[src/rtl/seg_pkg.sv]
// Shared seven-segment constants and the hex glyph table.
// Bit order is {p,g,f,e,d,c,b,a}; all patterns here are active-high.
package seg_pkg;

    typedef logic [7:0] seg_t;

    localparam int SEG_A_BIT = 0;
    localparam int SEG_B_BIT = 1;
    localparam int SEG_C_BIT = 2;
    localparam int SEG_D_BIT = 3;
    localparam int SEG_E_BIT = 4;
    localparam int SEG_F_BIT = 5;
    localparam int SEG_G_BIT = 6;
    localparam int SEG_P_BIT = 7;

    localparam seg_t SEG_OFF_ACTIVE_HIGH = 8'h00;

    localparam seg_t SEG_0 = 8'h3F;
    localparam seg_t SEG_1 = 8'h06;
    localparam seg_t SEG_2 = 8'h5B;
    localparam seg_t SEG_3 = 8'h4F;
    localparam seg_t SEG_4 = 8'h66;
    localparam seg_t SEG_5 = 8'h6D;
    localparam seg_t SEG_6 = 8'h7D;
    localparam seg_t SEG_7 = 8'h07;
    localparam seg_t SEG_8 = 8'h7F;
    localparam seg_t SEG_9 = 8'h6F;
    localparam seg_t SEG_A = 8'h77;
    localparam seg_t SEG_B = 8'h7C;
    localparam seg_t SEG_C = 8'h39;
    localparam seg_t SEG_D = 8'h5E;
    localparam seg_t SEG_E = 8'h79;
    localparam seg_t SEG_F = 8'h71;

    // Glyph only; the decimal point bit is always returned clear.
    function automatic seg_t hex_glyph(input logic [3:0] nibble);
        seg_t g;
        unique case (nibble)
            4'h0: g = SEG_0;
            4'h1: g = SEG_1;
            4'h2: g = SEG_2;
            4'h3: g = SEG_3;
            4'h4: g = SEG_4;
            4'h5: g = SEG_5;
            4'h6: g = SEG_6;
            4'h7: g = SEG_7;
            4'h8: g = SEG_8;
            4'h9: g = SEG_9;
            4'hA: g = SEG_A;
            4'hB: g = SEG_B;
            4'hC: g = SEG_C;
            4'hD: g = SEG_D;
            4'hE: g = SEG_E;
            4'hF: g = SEG_F;
        endcase
        return g;
    endfunction

endpackage

[src/rtl/hex_seg_decode.sv]
// Shared combinational decoder: nibble + point -> active-high segments.
// Ports: nibble_i (4), point_i (1) in; seg_o (8, {p,g,f,e,d,c,b,a}) out.
module hex_seg_decode
    import seg_pkg::*;
(
    input  logic [3:0] nibble_i,
    input  logic       point_i,
    output logic [7:0] seg_o
);

    always_comb begin
        seg_o            = hex_glyph(nibble_i);
        seg_o[SEG_P_BIT] = point_i;
    end

endmodule

[src/rtl/hex_seg_scanner.sv]
// Time-multiplexed N-digit hex seven-segment driver with tear-free
// double buffering, per-digit blink/blank/point and leading-zero blanking.
// In: clk, rst_n, load, hex_in, point_in, blank_in, blink_in, lz_blank.
// Out: seg_out, an_out (registered), frame_start, update_pending.
module hex_seg_scanner
    import seg_pkg::*;
#(
    parameter int DIGITS     = 8,
    parameter int SCAN_DIV   = 50000,
    parameter int BLINK_DIV  = 128,
    parameter bit ACTIVE_LOW = 1'b1
) (
    input  logic                  clk,
    input  logic                  rst_n,
    input  logic                  load,
    input  logic [4*DIGITS-1:0]   hex_in,
    input  logic [DIGITS-1:0]     point_in,
    input  logic [DIGITS-1:0]     blank_in,
    input  logic [DIGITS-1:0]     blink_in,
    input  logic                  lz_blank,
    output logic [7:0]            seg_out,
    output logic [DIGITS-1:0]     an_out,
    output logic                  frame_start,
    output logic                  update_pending
);

    localparam int PW = $clog2(SCAN_DIV);
    localparam int IW = $clog2(DIGITS);
    localparam int FW = $clog2(BLINK_DIV + 1);

    localparam logic [PW-1:0] PRE_MAX = PW'(SCAN_DIV - 1);
    localparam logic [IW-1:0] IDX_MAX = IW'(DIGITS - 1);
    localparam logic [FW-1:0] FRM_MAX = FW'(BLINK_DIV - 1);

    // XOR masks applying output polarity; also the "all off" values.
    localparam logic [7:0]        SEG_POL = {8{ACTIVE_LOW}};
    localparam logic [DIGITS-1:0] AN_POL  = {DIGITS{ACTIVE_LOW}};

    logic [PW-1:0]         pre_q, pre_d;
    logic [IW-1:0]         idx_q, idx_d;
    logic [FW-1:0]         frm_q, frm_d;
    logic                  phase_q, phase_d;

    logic [4*DIGITS-1:0]   sh_hex_q, ac_hex_q;
    logic [DIGITS-1:0]     sh_pt_q, ac_pt_q;
    logic [DIGITS-1:0]     sh_bk_q, ac_bk_q;
    logic [DIGITS-1:0]     sh_bl_q, ac_bl_q;
    logic                  pend_q, pend_d;

    logic                  bnd_q;
    logic [7:0]            seg_q, seg_d;
    logic [DIGITS-1:0]     an_q, an_d;
    logic                  fs_q;

    logic                  tick;
    logic                  boundary;

    logic [DIGITS-1:0]     dark;
    logic                  zero_run;
    logic [3:0]            cur_nib;
    logic                  cur_pt;
    logic                  cur_dark;
    logic [7:0]            dec_seg;
    logic [7:0]            seg_hi;

    assign tick     = (pre_q == PRE_MAX);
    assign boundary = tick && (idx_q == IDX_MAX);

    always_comb begin
        pre_d   = tick ? '0 : pre_q + 1'b1;
        idx_d   = idx_q;
        frm_d   = frm_q;
        phase_d = phase_q;
        pend_d  = pend_q;
        if (tick) begin
            idx_d = (idx_q == IDX_MAX) ? '0 : idx_q + 1'b1;
        end
        if (boundary) begin
            if (frm_q == FRM_MAX) begin
                frm_d   = '0;
                phase_d = ~phase_q;
            end else begin
                frm_d = frm_q + 1'b1;
            end
            pend_d = 1'b0;
        end
        // A load on the boundary goes straight to active, so never pends.
        if (load && !boundary) begin
            pend_d = 1'b1;
        end
    end

    // Leading-zero scan runs from the top digit down; digit 0 is exempt.
    always_comb begin
        dark     = '0;
        zero_run = 1'b1;
        for (int i = DIGITS - 1; i >= 0; i--) begin
            zero_run = zero_run & (ac_hex_q[4*i +: 4] == 4'h0);
            dark[i]  = ac_bk_q[i]
                     | (ac_bl_q[i] & phase_q)
                     | (lz_blank & (i != 0) & zero_run);
        end
    end

    always_comb begin
        cur_nib  = 4'h0;
        cur_pt   = 1'b0;
        cur_dark = 1'b0;
        an_d     = '0;
        for (int i = 0; i < DIGITS; i++) begin
            if (idx_q == IW'(i)) begin
                cur_nib  = ac_hex_q[4*i +: 4];
                cur_pt   = ac_pt_q[i];
                cur_dark = dark[i];
                an_d[i]  = 1'b1;
            end
        end
        an_d = an_d ^ AN_POL;
    end

    hex_seg_decode u_decode (
        .nibble_i (cur_nib),
        .point_i  (cur_pt),
        .seg_o    (dec_seg)
    );

    assign seg_hi = cur_dark ? SEG_OFF_ACTIVE_HIGH : dec_seg;
    assign seg_d  = seg_hi ^ SEG_POL;

    always_ff @(posedge clk or negedge rst_n) begin
        if (!rst_n) begin
            pre_q    <= '0;
            idx_q    <= '0;
            frm_q    <= '0;
            phase_q  <= 1'b0;
            sh_hex_q <= '0;
            sh_pt_q  <= '0;
            sh_bk_q  <= '0;
            sh_bl_q  <= '0;
            ac_hex_q <= '0;
            ac_pt_q  <= '0;
            ac_bk_q  <= '0;
            ac_bl_q  <= '0;
            pend_q   <= 1'b0;
            bnd_q    <= 1'b0;
            seg_q    <= SEG_POL;
            an_q     <= AN_POL;
            fs_q     <= 1'b0;
        end else begin
            pre_q   <= pre_d;
            idx_q   <= idx_d;
            frm_q   <= frm_d;
            phase_q <= phase_d;
            pend_q  <= pend_d;
            if (load) begin
                sh_hex_q <= hex_in;
                sh_pt_q  <= point_in;
                sh_bk_q  <= blank_in;
                sh_bl_q  <= blink_in;
            end
            if (boundary) begin
                if (load) begin
                    ac_hex_q <= hex_in;
                    ac_pt_q  <= point_in;
                    ac_bk_q  <= blank_in;
                    ac_bl_q  <= blink_in;
                end else if (pend_q) begin
                    ac_hex_q <= sh_hex_q;
                    ac_pt_q  <= sh_pt_q;
                    ac_bk_q  <= sh_bk_q;
                    ac_bl_q  <= sh_bl_q;
                end
            end
            // Digit 0 of the new frame reaches the pins two edges after
            // the boundary cycle, so the pulse is delayed to match.
            bnd_q <= boundary;
            fs_q  <= bnd_q;
            seg_q <= seg_d;
            an_q  <= an_d;
        end
    end

    assign seg_out        = seg_q;
    assign an_out         = an_q;
    assign frame_start    = fs_q;
    assign update_pending = pend_q;

endmodule

[config.mk]
export PLATFORM = sky130hd
export DESIGN_NAME = hex_seg_scanner
export DESIGN_NICKNAME = d
export VERILOG_FILES = /design/src/rtl/seg_pkg.sv /design/src/rtl/hex_seg_decode.sv /design/src/rtl/hex_seg_scanner.sv
export SDC_FILE = /design/constraint.sdc
export NUM_CORES = 1
export LEC_CHECK = 0
export CAP_MARGIN = 20
export CORE_MARGIN = 2
export CORE_UTILIZATION = 40
export CTS_BUF_LIST = sky130_fd_sc_hd__clkbuf_2
export DETAILED_ROUTE_END_ITERATION = 8
export DONT_BUFFER_PORTS = 1
export PLACE_DENSITY = 0.66
export SYNTH_ARGS = -nofsm -noshare
export SYNTH_HDL_FRONTEND = slang
export SYNTH_HIERARCHICAL = 1
export SYNTH_SLANG_ARGS = --single-unit
[constraint.sdc]
create_clock -name clk -period 4.05 [get_ports clk]
set_clock_uncertainty 0.15 [all_clocks]
set_input_delay 0.405 -clock clk [delete_from_list [all_inputs] [get_ports clk]]
set_output_delay 0.405 -clock clk [all_outputs]
set_load 0.02 [all_outputs]
### Word level (Yosys, flattened, before mapping)

Memories as Yosys holds them, arrays and structs flattened.
Cells that the tools add are included.

* flip-flop bits (word level): 159
* latch bits: 0
* RAM bits: 0
* memory bits (read-only): 112
* bits of input ports: 60
* output and inout port bits: 18
* memories kept: 1

Memory list
* (name not given): depth 16, width 7, rd ports 1, clocked after memory_dff 0, write ports 0, line seg_pkg.sv:38 `unique case (nibble)`

* $add $sub $neg: 3
* $mul: 0
* div/mod/pow operators: 0
* magnitude comparators: 0
* equal/unequal tests: 9
* shift-type cells: 0
* muxes and demuxes: 46
* bitwise gates (word level): 39
* reduce and logical (&&, ||, !) cells: 15

Operator list (number)
* 32-bit 2-to-1 mux: 2
* 8-bit 2-to-1 mux: 8
* 4-bit 2-to-1 mux: 8
* 4-bit zero test: 7
* 1-bit 2-to-1 mux: 26
* 1-bit AND: 21
* 16-bit by 1-bit adder with 16-bit output, second input constant: 1
* 16-bit equality test, second input constant: 1
* 16-bit 2-to-1 mux: 1
* 8-bit inverter: 2
* 1-bit OR: 15
* 3-bit equality test, second input constant: 4
* 8-bit by 1-bit adder with 8-bit output, second input constant: 1
* 8-bit by 7-bit equality test with 1-bit output, second input constant: 1
* 3-bit by 2-bit equality test with 1-bit output, second input constant: 2
* 2-bit AND reduction: 2
* 2-bit nonzero test: 2
* 3-bit by 1-bit adder with 3-bit output, second input constant: 1
* 3-bit by 1-bit equality test with 1-bit output, second input constant: 1
* 3-bit zero test: 1
* 3-bit 2-to-1 mux: 1
* 1-bit logical AND: 2
* 1-bit zero test: 1
* 1-bit inverter: 1

### Longest topological paths before layout

* word-level depth: 18
* gate-level depth with buffers: 13

### Hierarchy

Netlist, hierarchy kept.

Modules (own cells, without submodules)
* hex_seg_scanner: instances 1, cells each 494, area each 6849.1 µm², seq. area each 3998.8 µm²
* hex_seg_decode: instances 1, cells each 34, area each 295.3 µm², seq. area each 0.0 µm²

### Worst setup path after synthesis

Ideal clock, no wire load.

* path type: register to register
* start: reg idx_q[2]
* end: reg seg_q[3] (netlist: seg_out[3])
* setup time: 0.083 ns
* data arrival time: 2.836 ns
* data required time: 3.817 ns
* slack: 0.980 ns
* cell stages (with the launch flop): 13
* path buffers: 2
* clock period less this slack: 3.070 ns
* path through: dfrtp_1 -> clkbuf_1 -> inv_1 -> ha_1 -> clkbuf_1 -> nor2_1 -> a32oi_1 -> a21o_1 -> a31oi_1 -> inv_1 -> ha_1 -> mux4_1 -> o211ai_1

* word-level cells in the longest chain between the ends: 12
* elaborated cells between the ends (all ways): 27

RTL lines
* start, declared: line hex_seg_scanner.sv:40 `logic [IW-1:0] idx_q, idx_d;`
* start signal, assigned: line hex_seg_scanner.sv:151 `idx_q <= idx_d;`
* 3-bit zero test: line hex_seg_scanner.sv:111 `if (idx_q == IW'(i)) begin`
* 4-bit 2-to-1 mux (7 in series): line hex_seg_scanner.sv:111
* 4-bit 2-to-1 mux (*): line hex_seg_scanner.sv:111
* named net cur_nib[1]: line hex_seg_scanner.sv:60 `logic [3:0] cur_nib;`
* memory 16 x 7 bit (*)
* named net dec_seg[3]: line hex_seg_scanner.sv:63 `logic [7:0] dec_seg;`
* 8-bit 2-to-1 mux (*): line hex_seg_scanner.sv:127 `assign seg_hi = cur_dark ? SEG_OFF_ACTIVE_HIGH : dec_seg;`
* 8-bit inverter (no source line) (*)
* named net seg_d[3]: line hex_seg_scanner.sv:51 `logic [7:0] seg_q, seg_d;`
* end signal, assigned: line hex_seg_scanner.sv:178 `seg_q <= seg_d;`
* end, declared: line hex_seg_scanner.sv:51

Mark *: on every way through the listed nets, which the timed path passes. The rest lies on a longest branch.
A chain may end at the register's enable or synchronous reset.

### Worst setup path in the final report

* start: reg idx_q[0]
* end: reg seg_q[3] (netlist: seg_out[3])

Same word-level chain as after synthesis.

==> qor.csv <==
stage;metric;value;unit
run_status;status;complete, no violations;
pwr;PwrDens;330;nW/um^2
clock_network;Worst-Skew Late Latency;0.75;ns
timing;Least-Margin Pin Slew;1.08;ns
pwr;Clock power frac;33.8;%
synth;largest cells by area after synthesis;dfrtp_1 50%, mux2_2 12%, mux2_4 8.4%;
synth;Seq/Total Area, Yosys;56.0;%
clock_network;CTS Sinks;159;
floorplan;row count;48;
pwr;Comb power frac;9.1;%
pwr;Net Sw Frac;23.6;%
place;dpl hpwl;9930;um
clock_network;Longest Clk Path Bufs;2;
worst_setup_path;FF-to-FF path depth;10;
cells_and_area;share of cells above drive strength 1;26.6;%
worst_setup_path;CP Capture Type;register;
hold_path;Hold Crit Class;input port to register;
detailed_routing;DR WL/cell;17.3;um
hold_path;worst hold stages;4;
pwr;cell-internal power;2.22;mW
detailed_routing;1st-pass router iterations;4;
pwr;worst vdd ir;0.000199;V
pwr;Design Power;2.90;mW
clock_network;CTS tree;yes;
cells_and_area;area of the multi-input gates;2960;um^2
timing;final setup TNS;0;ns
synth;Post-Syn Area;7140;um^2
worst_setup_path;reg-to-reg endpoint;seg_out[3];
detailed_routing;Antenna Nets Post-Route;0;
synth;cell taking the most area after synthesis;dfrtp_1;
global_route;largest net degree at the start of global routing;160;
synth;Ys Warns;6;
timing;RSZ-0062 raised after global routing;false;
global_route;initial antenna violation count;1;
timing;Final Slew Violations;0;
run;max cap viols;0;
clock_network;# resized after CTS;0;
synth;top cell type's share of synthesized area;50.1;%
timing;Fmax;294;MHz
worst_setup_path;Worst Setup Path Type;register to register;
hold_path;hold endpoint;seg_out[3];
worst_setup_path;worst flop-to-flop path startpoint;idx_q[0];
cells_and_area;storage element area;4000;um^2
pwr;P_sw;687;uW
floorplan;die width;138;um
synth;syn_nets;603;
synth;Cells after Synth;528;
detailed_routing;Iteration-0 DRC Markers;317;
timing;setup violators final;0;
floorplan;die area;18900;um^2
pwr;sequential share of power;57.1;%
timing;fin worst setup slack;0.653;ns
place;dpl ws;0.743;ns
clock_network;clock slew at reported path FFs;0.25;ns
worst_setup_path;CP Data Arrival Time;3.91;ns
detailed_routing;drt drc;0;
floorplan;Initial Util;41.2;%
hold_path;min-delay src;lz_blank;
worst_setup_path;critical path fanouts, max;9;
worst_setup_path;CP startpoint kind;register;
synth;Post-synth top flop;dfrtp_1;
place;Port Buffers;0;
worst_setup_path;Reg2Reg Setup Slack;0.65;ns
synth;Mean Syn Cell Area;13.5;um^2
synth;unique cell type count in the Yosys netlist;53;
cells_and_area;fillers;1477;
clock_network;H-tree depth;4;
place;GPL Wtd Cong;0.917;
floorplan;Core Footprint;17400;um^2
cells_and_area;Layout area overhead;23.2;%
synth;Post-synth top cells;143 x dfrtp_1, 75 x mux2_2, 40 x mux2_4, 22 x nand2_1, 18 x o21ai_0;
synth;number of synthesized flops with an enable pin;0;
cells_and_area;number of nets in the layout;717;
timing;Hold Fails Final Rpt;0;
floorplan;Ports;78;
pwr;total leakage power;4.07;nW
synth;cell with the most instances after synthesis;dfrtp_1;
timing;Slew HR;27.5;%
detailed_routing;vias per cell;5.16;
detailed_routing;Via Count;4547;
timing;final worst path period share;83.9;%
detailed_routing;Total Wirelength;15300;um
synth;register bit count reported by yosys;159;
worst_setup_path;worst path required time;4.57;ns
global_route;vias in the first global route;4839;
clock_network;clock tree root buffer cell;clkbuf_2;
timing;min Tclk post-route;3.40;ns
floorplan;Die H;138;um
global_route;GRT Util Overall;17.3;%
global_route;first-pass GRT wire length;24900;um
clock_network;CTS Buf Count;17;
cells_and_area;Core Util, Final;50.7;%
synth;asr flop ratio synth;100;%
global_route;grt ovf;0;
==> layout by cell type, fill, tap and decap left out, types with 15 or more instances in the layout <==
cell / synthesis / final
dlygate4sd3_1: 0 / 114
dfstp_2: 16 / 16
mux2_4: 40 / 40
ha_1: 15 / 15
nor2_1: 16 / 16
dfrtp_1: 143 / 143
clkbuf_2: 0 / 18
o21ai_0: 18 / 18
mux2_2: 75 / 75
nand2_1: 22 / 22
==> power by group through the flow <==
| stage | Combinational [mW] | Sequential [mW] | Clock, mW |
|---|---|---|---|
| after CTS | 0.265 | 1.66 | 1.01 |
| after floorplan | 0.0821 | 1.68 | 0 |
| after global routing | 0.289 | 1.67 | 1.08 |
| after detailed placement | 0.0917 | 1.69 | 0 |
| final | 0.264 | 1.66 | 0.982 |
| after global placement | 0.0892 | 1.68 | 0 |
==> worst max path at each step <==
stage                     startpoint         end  slack (ns)
after CTS                   idx_q[0]  seg_out[3]        0.68
after detailed placement    idx_q[1]  seg_out[3]        0.74
final                       idx_q[0]  seg_out[3]        0.65
after global placement      idx_q[0]  seg_out[3]        0.97
after global routing        idx_q[0]  seg_out[3]        0.41
after floorplan             idx_q[2]  seg_out[3]        0.98
==> registers in the layout (all words and copies together) (netlist names) <==
name and count:
update_pending 1, frm_q 8, ac_bk_q 8, idx_q 3, frame_start 1, sh_bl_q 8, phase_q 1, bnd_q 1
sh_pt_q 8, ac_bl_q 8, ac_hex_q 32, seg_out 8, pre_q 16, ac_pt_q 8, sh_hex_q 32, sh_bk_q 8
an_out 8
==> layer usage <==
layer  GRT usage (%)  vias up  wire (um)
met5               0        -          0
met4            7.33        0        341
met3            4.78       23        784
met2            28.7       97       7250
met1            21.2     2298       6880
li1                -     2129          -
==> kinds of logic (layout without fill, tap and decap cells) <==
group                    Yosys count  in the layout  synth area share [%]
flip-flops                       159            159                  56.0
multiplexers                     118            118                  20.9
AND/OR/NAND/NOR                  105            105                  8.53
AO/OA/AOI/OAI                     74             74                  6.94
buffers and inverters             38            165                  2.73
XOR/XNOR                          19             19                  2.33
adder cells (fa/ha/maj)           15             15                  2.63
other                              0              1                     0
==> through the flow <==
step / hold slack [ns] / instances / cell area (um^2)
2_1_floorplan: -0.0406 / 528 / 7140
5_1_grt: 0.0503 / 881 / 8800
3_3_place_gp: -0.0322 / 732 / 7330
6_report: 0.108 / 881 / 8800
4_1_cts: 0.0342 / 880 / 8800
3_5_place_dp: -0.0333 / 732 / 7330
==> timing repair <==
item,4_1_cts,5_1_grt
setup buffers,0,0
hold endpoints to repair,272,0
hold buffers,116,0
==> critical path, stage by stage (launching register included) <==
cell and delay, ns:
dfrtp_1 0.46, ha_1 0.23, ha_1 0.29, nor2_1 0.27, a32oi_1 0.15, a21o_1 0.21
a31oi_1 0.41, inv_1 0.20, ha_1 0.34, mux4_1 0.50, o211ai_1 0.10
==> area by class of cell <==
class                      instances  share of cell area [%]
multi-input combinational        331                    33.6
clock inverter                    14                    2.15
sequential                       159                    45.4
tap                              225                    3.20
clock buffer                      18                    1.02
inverter                          14                   0.611
timing repair buffer             119                    14.0
antenna                            1                  0.0284
Power figures use the tool's default switching activity.
